## src/rtl/inst_loader_ctrl_pkg.sv

```systemverilog
`default_nettype none
// +--------------------------------------------------------------------------+
// | inst_loader_ctrl_pkg : shared states and sizing helpers for the loader    |
// | Rev 1.0                                                                   |
// +--------------------------------------------------------------------------+
package inst_loader_ctrl_pkg;

  typedef enum logic [2:0] {
    INIT  = 3'd0,
    HDR   = 3'd1,
    DATA  = 3'd2,
    WRITE = 3'd3,
    START = 3'd4,
    RUN   = 3'd5,
    ERR   = 3'd6
  } loader_state_t;

  localparam int HDR_BYTES = 4;

  function automatic int inst_bytes(input int width);
    return width / 8;
  endfunction

endpackage
`default_nettype wire

```

## src/rtl/inst_loader_ctrl_assembler.sv

```systemverilog
`default_nettype none
// +--------------------------------------------------------------------------+
// | byte_word_assembler : big-endian byte-to-word shift register + counter    |
// | Rev 1.0                                                                   |
// +--------------------------------------------------------------------------+
module byte_word_assembler
  import inst_loader_ctrl_pkg::*;
#(
  parameter int WIDTH = 32
) (
  input  logic             clk,
  input  logic             rstn,
  input  logic             clear,
  input  logic [7:0]       byte_in,
  input  logic             byte_valid,
  output logic [WIDTH-1:0] word,
  output logic             word_done
);

  localparam int c_nbytes = inst_bytes(WIDTH);
  localparam int c_cnt_w  = (c_nbytes > 1) ? $clog2(c_nbytes) : 1;

  logic [c_cnt_w-1:0] r_cnt;
  logic               w_last;

  // word/word_done include the byte being accepted this cycle
  assign w_last    = byte_valid && (r_cnt == c_cnt_w'(c_nbytes - 1));
  assign word_done = w_last;

  always_ff @(posedge clk or negedge rstn) begin
    if (!rstn) begin
      r_cnt <= '0;
    end else if (clear) begin
      r_cnt <= '0;
    end else if (byte_valid) begin
      r_cnt <= w_last ? '0 : r_cnt + 1'b1;
    end
  end

  generate
    if (WIDTH > 8) begin : g_wide
      logic [WIDTH-9:0] r_shift;
      always_ff @(posedge clk or negedge rstn) begin
        if (!rstn) begin
          r_shift <= '0;
        end else if (byte_valid) begin
          r_shift <= (WIDTH-8)'({r_shift, byte_in});
        end
      end
      assign word = {r_shift, byte_in};
    end else begin : g_narrow
      assign word = byte_in;
    end
  endgenerate

endmodule
`default_nettype wire

```

## src/rtl/inst_loader_ctrl.sv

```systemverilog
`default_nettype none
// +--------------------------------------------------------------------------+
// | inst_loader_ctrl : loads instruction memory from a UART byte stream,      |
// | then resets the PC and releases the core.                      Rev 1.0    |
// +--------------------------------------------------------------------------+
module inst_loader_ctrl
  import inst_loader_ctrl_pkg::*;
#(
  parameter int INST_WIDTH     = 32,
  parameter int INST_MEM_WIDTH = 12
) (
  input  logic                  clk,
  input  logic                  rstn,
  input  logic [7:0]            rx_data,
  input  logic                  rx_valid,
  output logic                  rx_ready,
  input  logic                  core_stall,
  input  logic                  core_halt,
  output logic [INST_WIDTH-1:0] prog_data,
  output logic                  prog_we,
  output logic                  pc_reset,
  output logic                  fetch_stall,
  output logic                  core_run,
  output logic                  load_err,
  output logic [31:0]           words_left
);

  localparam logic [32:0] c_capacity = 33'd1 << INST_MEM_WIDTH;

  loader_state_t          r_state;
  logic                   w_accept;
  logic [31:0]            w_hdr_word;
  logic                   w_hdr_done;
  logic [INST_WIDTH-1:0]  w_data_word;
  logic                   w_data_done;

  assign w_accept = rx_valid & rx_ready;

  // Holding clear outside the owning state resets the byte count on entry.
  byte_word_assembler #(.WIDTH(HDR_BYTES * 8)) u_hdr_asm (
    .clk        (clk),
    .rstn       (rstn),
    .clear      (r_state != HDR),
    .byte_in    (rx_data),
    .byte_valid (w_accept && (r_state == HDR)),
    .word       (w_hdr_word),
    .word_done  (w_hdr_done)
  );

  byte_word_assembler #(.WIDTH(INST_WIDTH)) u_data_asm (
    .clk        (clk),
    .rstn       (rstn),
    .clear      (r_state != DATA),
    .byte_in    (rx_data),
    .byte_valid (w_accept && (r_state == DATA)),
    .word       (w_data_word),
    .word_done  (w_data_done)
  );

  always_ff @(posedge clk or negedge rstn) begin
    if (!rstn) begin
      r_state     <= INIT;
      pc_reset    <= 1'b1;
      fetch_stall <= 1'b1;
      prog_we     <= 1'b0;
      core_run    <= 1'b0;
      rx_ready    <= 1'b0;
      load_err    <= 1'b0;
      words_left  <= '0;
      prog_data   <= '0;
    end else begin
      prog_we  <= 1'b0;
      pc_reset <= 1'b0;
      case (r_state)
        INIT: begin
          r_state     <= HDR;
          rx_ready    <= 1'b1;
          fetch_stall <= 1'b1;
        end
        HDR: begin
          if (w_hdr_done) begin
            if (w_hdr_word == 32'd0) begin
              r_state  <= START;
              rx_ready <= 1'b0;
              pc_reset <= 1'b1;
            end else if ({1'b0, w_hdr_word} > c_capacity) begin
              r_state  <= ERR;
              load_err <= 1'b1;
            end else begin
              r_state    <= DATA;
              words_left <= w_hdr_word;
            end
          end
        end
        DATA: begin
          if (w_data_done) begin
            r_state     <= WRITE;
            prog_data   <= w_data_word;
            prog_we     <= 1'b1;
            fetch_stall <= 1'b0;
            rx_ready    <= 1'b0;
            words_left  <= words_left - 32'd1;
          end
        end
        WRITE: begin
          fetch_stall <= 1'b1;
          if (words_left == 32'd0) begin
            r_state  <= START;
            pc_reset <= 1'b1;
          end else begin
            r_state  <= DATA;
            rx_ready <= 1'b1;
          end
        end
        START: begin
          r_state     <= RUN;
          core_run    <= 1'b1;
          fetch_stall <= 1'b0;
        end
        RUN: begin
          if (core_halt) begin
            r_state     <= INIT;
            core_run    <= 1'b0;
            pc_reset    <= 1'b1;
            fetch_stall <= 1'b1;
          end else begin
            fetch_stall <= core_stall;
          end
        end
        ERR: begin
          r_state <= ERR;
        end
        default: begin
          r_state     <= INIT;
          pc_reset    <= 1'b1;
          fetch_stall <= 1'b1;
          rx_ready    <= 1'b0;
          core_run    <= 1'b0;
        end
      endcase
    end
  end

endmodule
`default_nettype wire
```

## config.mk

```make
export PLATFORM = sky130hd
export DESIGN_NAME = inst_loader_ctrl
export DESIGN_NICKNAME = d
export VERILOG_FILES = /design/src/rtl/inst_loader_ctrl_pkg.sv /design/src/rtl/inst_loader_ctrl_assembler.sv /design/src/rtl/inst_loader_ctrl.sv
export SDC_FILE = /design/constraint.sdc
export NUM_CORES = 1
export LEC_CHECK = 0
export BUFFER_PORTS_ARGS = -buffer_cell sky130_fd_sc_hd__clkbuf_2
export CORE_UTILIZATION = 52
export CTS_CLUSTER_SIZE = 24
export DETAILED_ROUTE_END_ITERATION = 6
export PLACE_DENSITY = 0.71
export SYNTH_ARGS = -nofsm -noshare
export SYNTH_HDL_FRONTEND = slang
export SYNTH_SLANG_ARGS = --single-unit
```

## constraint.sdc

```tcl
create_clock -name clk -period 2.75 [get_ports clk]
set_clock_uncertainty 0.1 [all_clocks]
set_input_delay 0.4125 -clock clk [delete_from_list [all_inputs] [get_ports clk]]
set_output_delay 0.4125 -clock clk [all_outputs]
set_load 0.01 [all_outputs]
```

==> impl_metrics.toml <==
[timing]
slew_headroom_pct = 49.0
setup_viol = 0
tns_ns = 0
drv_slew = 0
post-route-period-util_pct = 92.9
period_minus_slack_ns = 2.56
fmax_mhz = 391
hold_viol = 0
worst_slew_pin_slew_ns = 0.765
rsz0062_at_grt = "no"

[finish]
nNetsFinal = 691
fill_cells = 862
drive_above_1_share_pct = 28.7
multi_input_area_sq_um = 2440
fin_util_pct = 64.6
fin_area_sq_um = 6970
seq_area_sq_um = 3130
antenna_cells = 0
synthToLayoutAreaGrowth_pct = 21.3

[drt]
top_layer_used = "met4"
drtAntennaViolNets = 0
met3WireLength_microns = 720
drc = 0
finalWirelength_microns = 14000
vias = 4846
drtIter0Drc = 308
avgRoutedWirePerCell_microns = 16.9
vias_per_cell = 5.86
met2_length_microns = 6710
first_pass_iters = 6
drt-met1-wl_microns = 6360

[power]
power_density_nw_per_um2 = 920
vdd_drop_max_mv = 0.583
total_power_mw = 6.41
p_leak_nw = 3.41

[worst_setup_path]
r2r-end = "words_left[26]$_DFFE_PN0P_"
reg2reg_setup_slack_ns = 0.19
cp.required_ns = 3.06
r2r_cells = 6
path_cells = "or4_4 -> or3_1 -> or3_4 -> o31ai_2 -> nand3_1 -> o21a_1"
timing.rr.start = "words_left[15]$_DFFE_PN0P_"
critPathKind = "flip-flop to flip-flop"
crit_arrival_ns = 2.86
critPathLaunchType = "flip-flop"
crit_path_top_delay_cell = "or4_4"
path_max_fanout = 9
cp-end-kind = "flip-flop"
max_stage_delay_ns = 0.58

[clocking]
h-tree-depth = 4
clock_latency_ns = 0.52
hold_buffers = 1
cts_sinks = 125
clockRootBuffer = "clkbuf_8"
cts_buffers = 17
cts_tree = "done"
cts_repair_resize_count = 0
cts_max_path_buffers = 2
clk_pin_slew_ns = 0.06
cts_setup_buffers = 0

[floorplan]
die_h_microns = 107
dieArea_sq_um = 11500
coreArea_sq_um = 10800
start_util_pct = 53.2
io_pins = 83
die_x_microns = 107
placementRows = 38

[synth]
yosys.cell_types.count = 50
yosys_warnings = 0
synthCells = 579
synthArstFlopShare_pct = 100
postSynthAreaPerCell_sq_um = 9.93
synth_seq_cells = 125
syn_area_sq_um = 5750
ys.flop_type = "dfrtp_1"
ys_seq_area_share_pct = 54.5
synthesis.nets = 596
synth-edff-count = 0

[global_routing]
grt_usage_pct = 26.3
grt_start_max_net_pins = 126
grt_pass1_vias = 4569
grt-ovfl-total = 0
antenna_found_initial = 0
grt_pass1_wl_microns = 23100

[run_status]
status = "finished, final reports clean"

[placed_design]
place.detailed.hpwl_microns = 9420
post_dp_cell_area_sq_um = 6420
place.gp.congestion = 0.886
port-buffer-count = 82

[hold_path]
hold_start = "rx_data[3]"
hold_depth = 3
holdPathEnd = "prog_data[3]$_DFFE_PN0P_"
hold_path.class = "primary input to flip-flop"

[job]
cap_violations = 0
[cells by family after synthesis]
logic type | Yosys count | synth area share [%]
fa+ha+maj | 4 | 0.871
buf+inv | 42 | 3.18
flops | 125 | 54.5
mux | 47 | 9.21
simple gates | 233 | 18.5
compound gates | 128 | 13.8
[routing by layer]
layer  global-route usage (%)  vias up
met5                        0        -
met4                     10.1        0
met3                     5.59       27
met2                     40.0      161
met1                     37.1     2409
li1                         -     2249
[final cells by class]
class,count,share of cell area (%)
well taps,140,2.51
inverters,11,0.592
clock buffers,21,6.44
flip-flops and latches,125,44.9
clock inverters,11,1.33
repair buffers,107,9.19
multi-input cells,412,35.0
[worst max-delay path by stage]
stage | start | endpoint | slack (ns)
finish | words_left[15]$_DFFE_PN0P_ | words_left[26]$_DFFE_PN0P_ | 0.19
global route | words_left[15]$_DFFE_PN0P_ | rx_ready$_DFFE_PN0P_ | 0.07
CTS | words_left[15]$_DFFE_PN0P_ | words_left[26]$_DFFE_PN0P_ | 0.21
detailed placement | words_left[21]$_DFFE_PN0P_ | words_left[26]$_DFFE_PN0P_ | 0.23
global placement | words_left[21]$_DFFE_PN0P_ | words_left[26]$_DFFE_PN0P_ | 0.28
floorplan | words_left[21]$_DFFE_PN0P_ | words_left[26]$_DFFE_PN0P_ | 0.33
[critical path: cells and delay by family, from the launching register on]
family	cells	cell delay, ns
AOI/OAI and AO/OA	2	0.29
DFF	1	0.44
and+or+nand+nor	4	1.61
[registers in the layout, summed over array words and instances (netlist names), 2 cells and up]
signal,flops
r_state,3
u_data_asm.r_cnt,2
words_left,32
prog_data,32
u_hdr_asm.g_wide.r_shift,24
u_data_asm.g_wide.r_shift,24
u_hdr_asm.r_cnt,2
[where the power goes]
part / leakage [nW] / switching [mW] / total (mW) / internal (mW)
registers: 1.65 / 0.472 / 2.69 / 2.22
logic: 1.49 / 0.884 / 1.69 / 0.808
clock network: 0.268 / 0.791 / 2.03 / 1.24
total: 3.41 / 2.15 / 6.41 / 4.27
[per-stage QoR]
stage	hold slack, ns	std cells	setup slack [ns]
after floorplan	0.0169	579	0.331
after global placement	0.351	794	0.277
after detailed placement	0.356	794	0.232
after CTS	0.0597	827	0.211
after global routing	0.0865	827	0.0686
final	0.0870	827	0.195
[cells in the mapped netlist (6+ instances only)]
cell	n	area (sq um)
a21oi_1	43	215
buf_2	14	70.1
clkbuf_1	16	60.1
dfrtp_1	123	3080
inv_1	11	41.3
mux2_2	47	529
nand2_1	122	458
nand3_1	13	65.1
nand4_1	6	37.5
nor2_1	34	128
nor3_1	21	105
nor4_1	16	100
o21ai_0	24	120
o21ai_1	15	75.1
[layout by cell type, fill, tap and decap left out, types with 3 or more instances in the layout]
cell type / instances
inv_1: 11
o21ai_0: 24
o22a_1: 3
buf_12: 3
nand4_1: 6
o2bb2ai_1: 3
nor2_1: 32
ha_1: 4
dfrtp_1: 123
nand2_1: 122
nand3_1: 13
o22ai_1: 3
mux2_2: 47
o21ai_1: 15
or3_1: 3
buf_4: 22
nor4_1: 16
clkbuf_8: 3
a22oi_1: 5
clkbuf_2: 81
nor3_1: 20
a31oi_1: 5
o32ai_1: 4
a21oi_1: 43
o21a_1: 5
clkbuf_16: 16
a22o_1: 4
clkinv_2: 6
(Power assumes the default switching activity.)
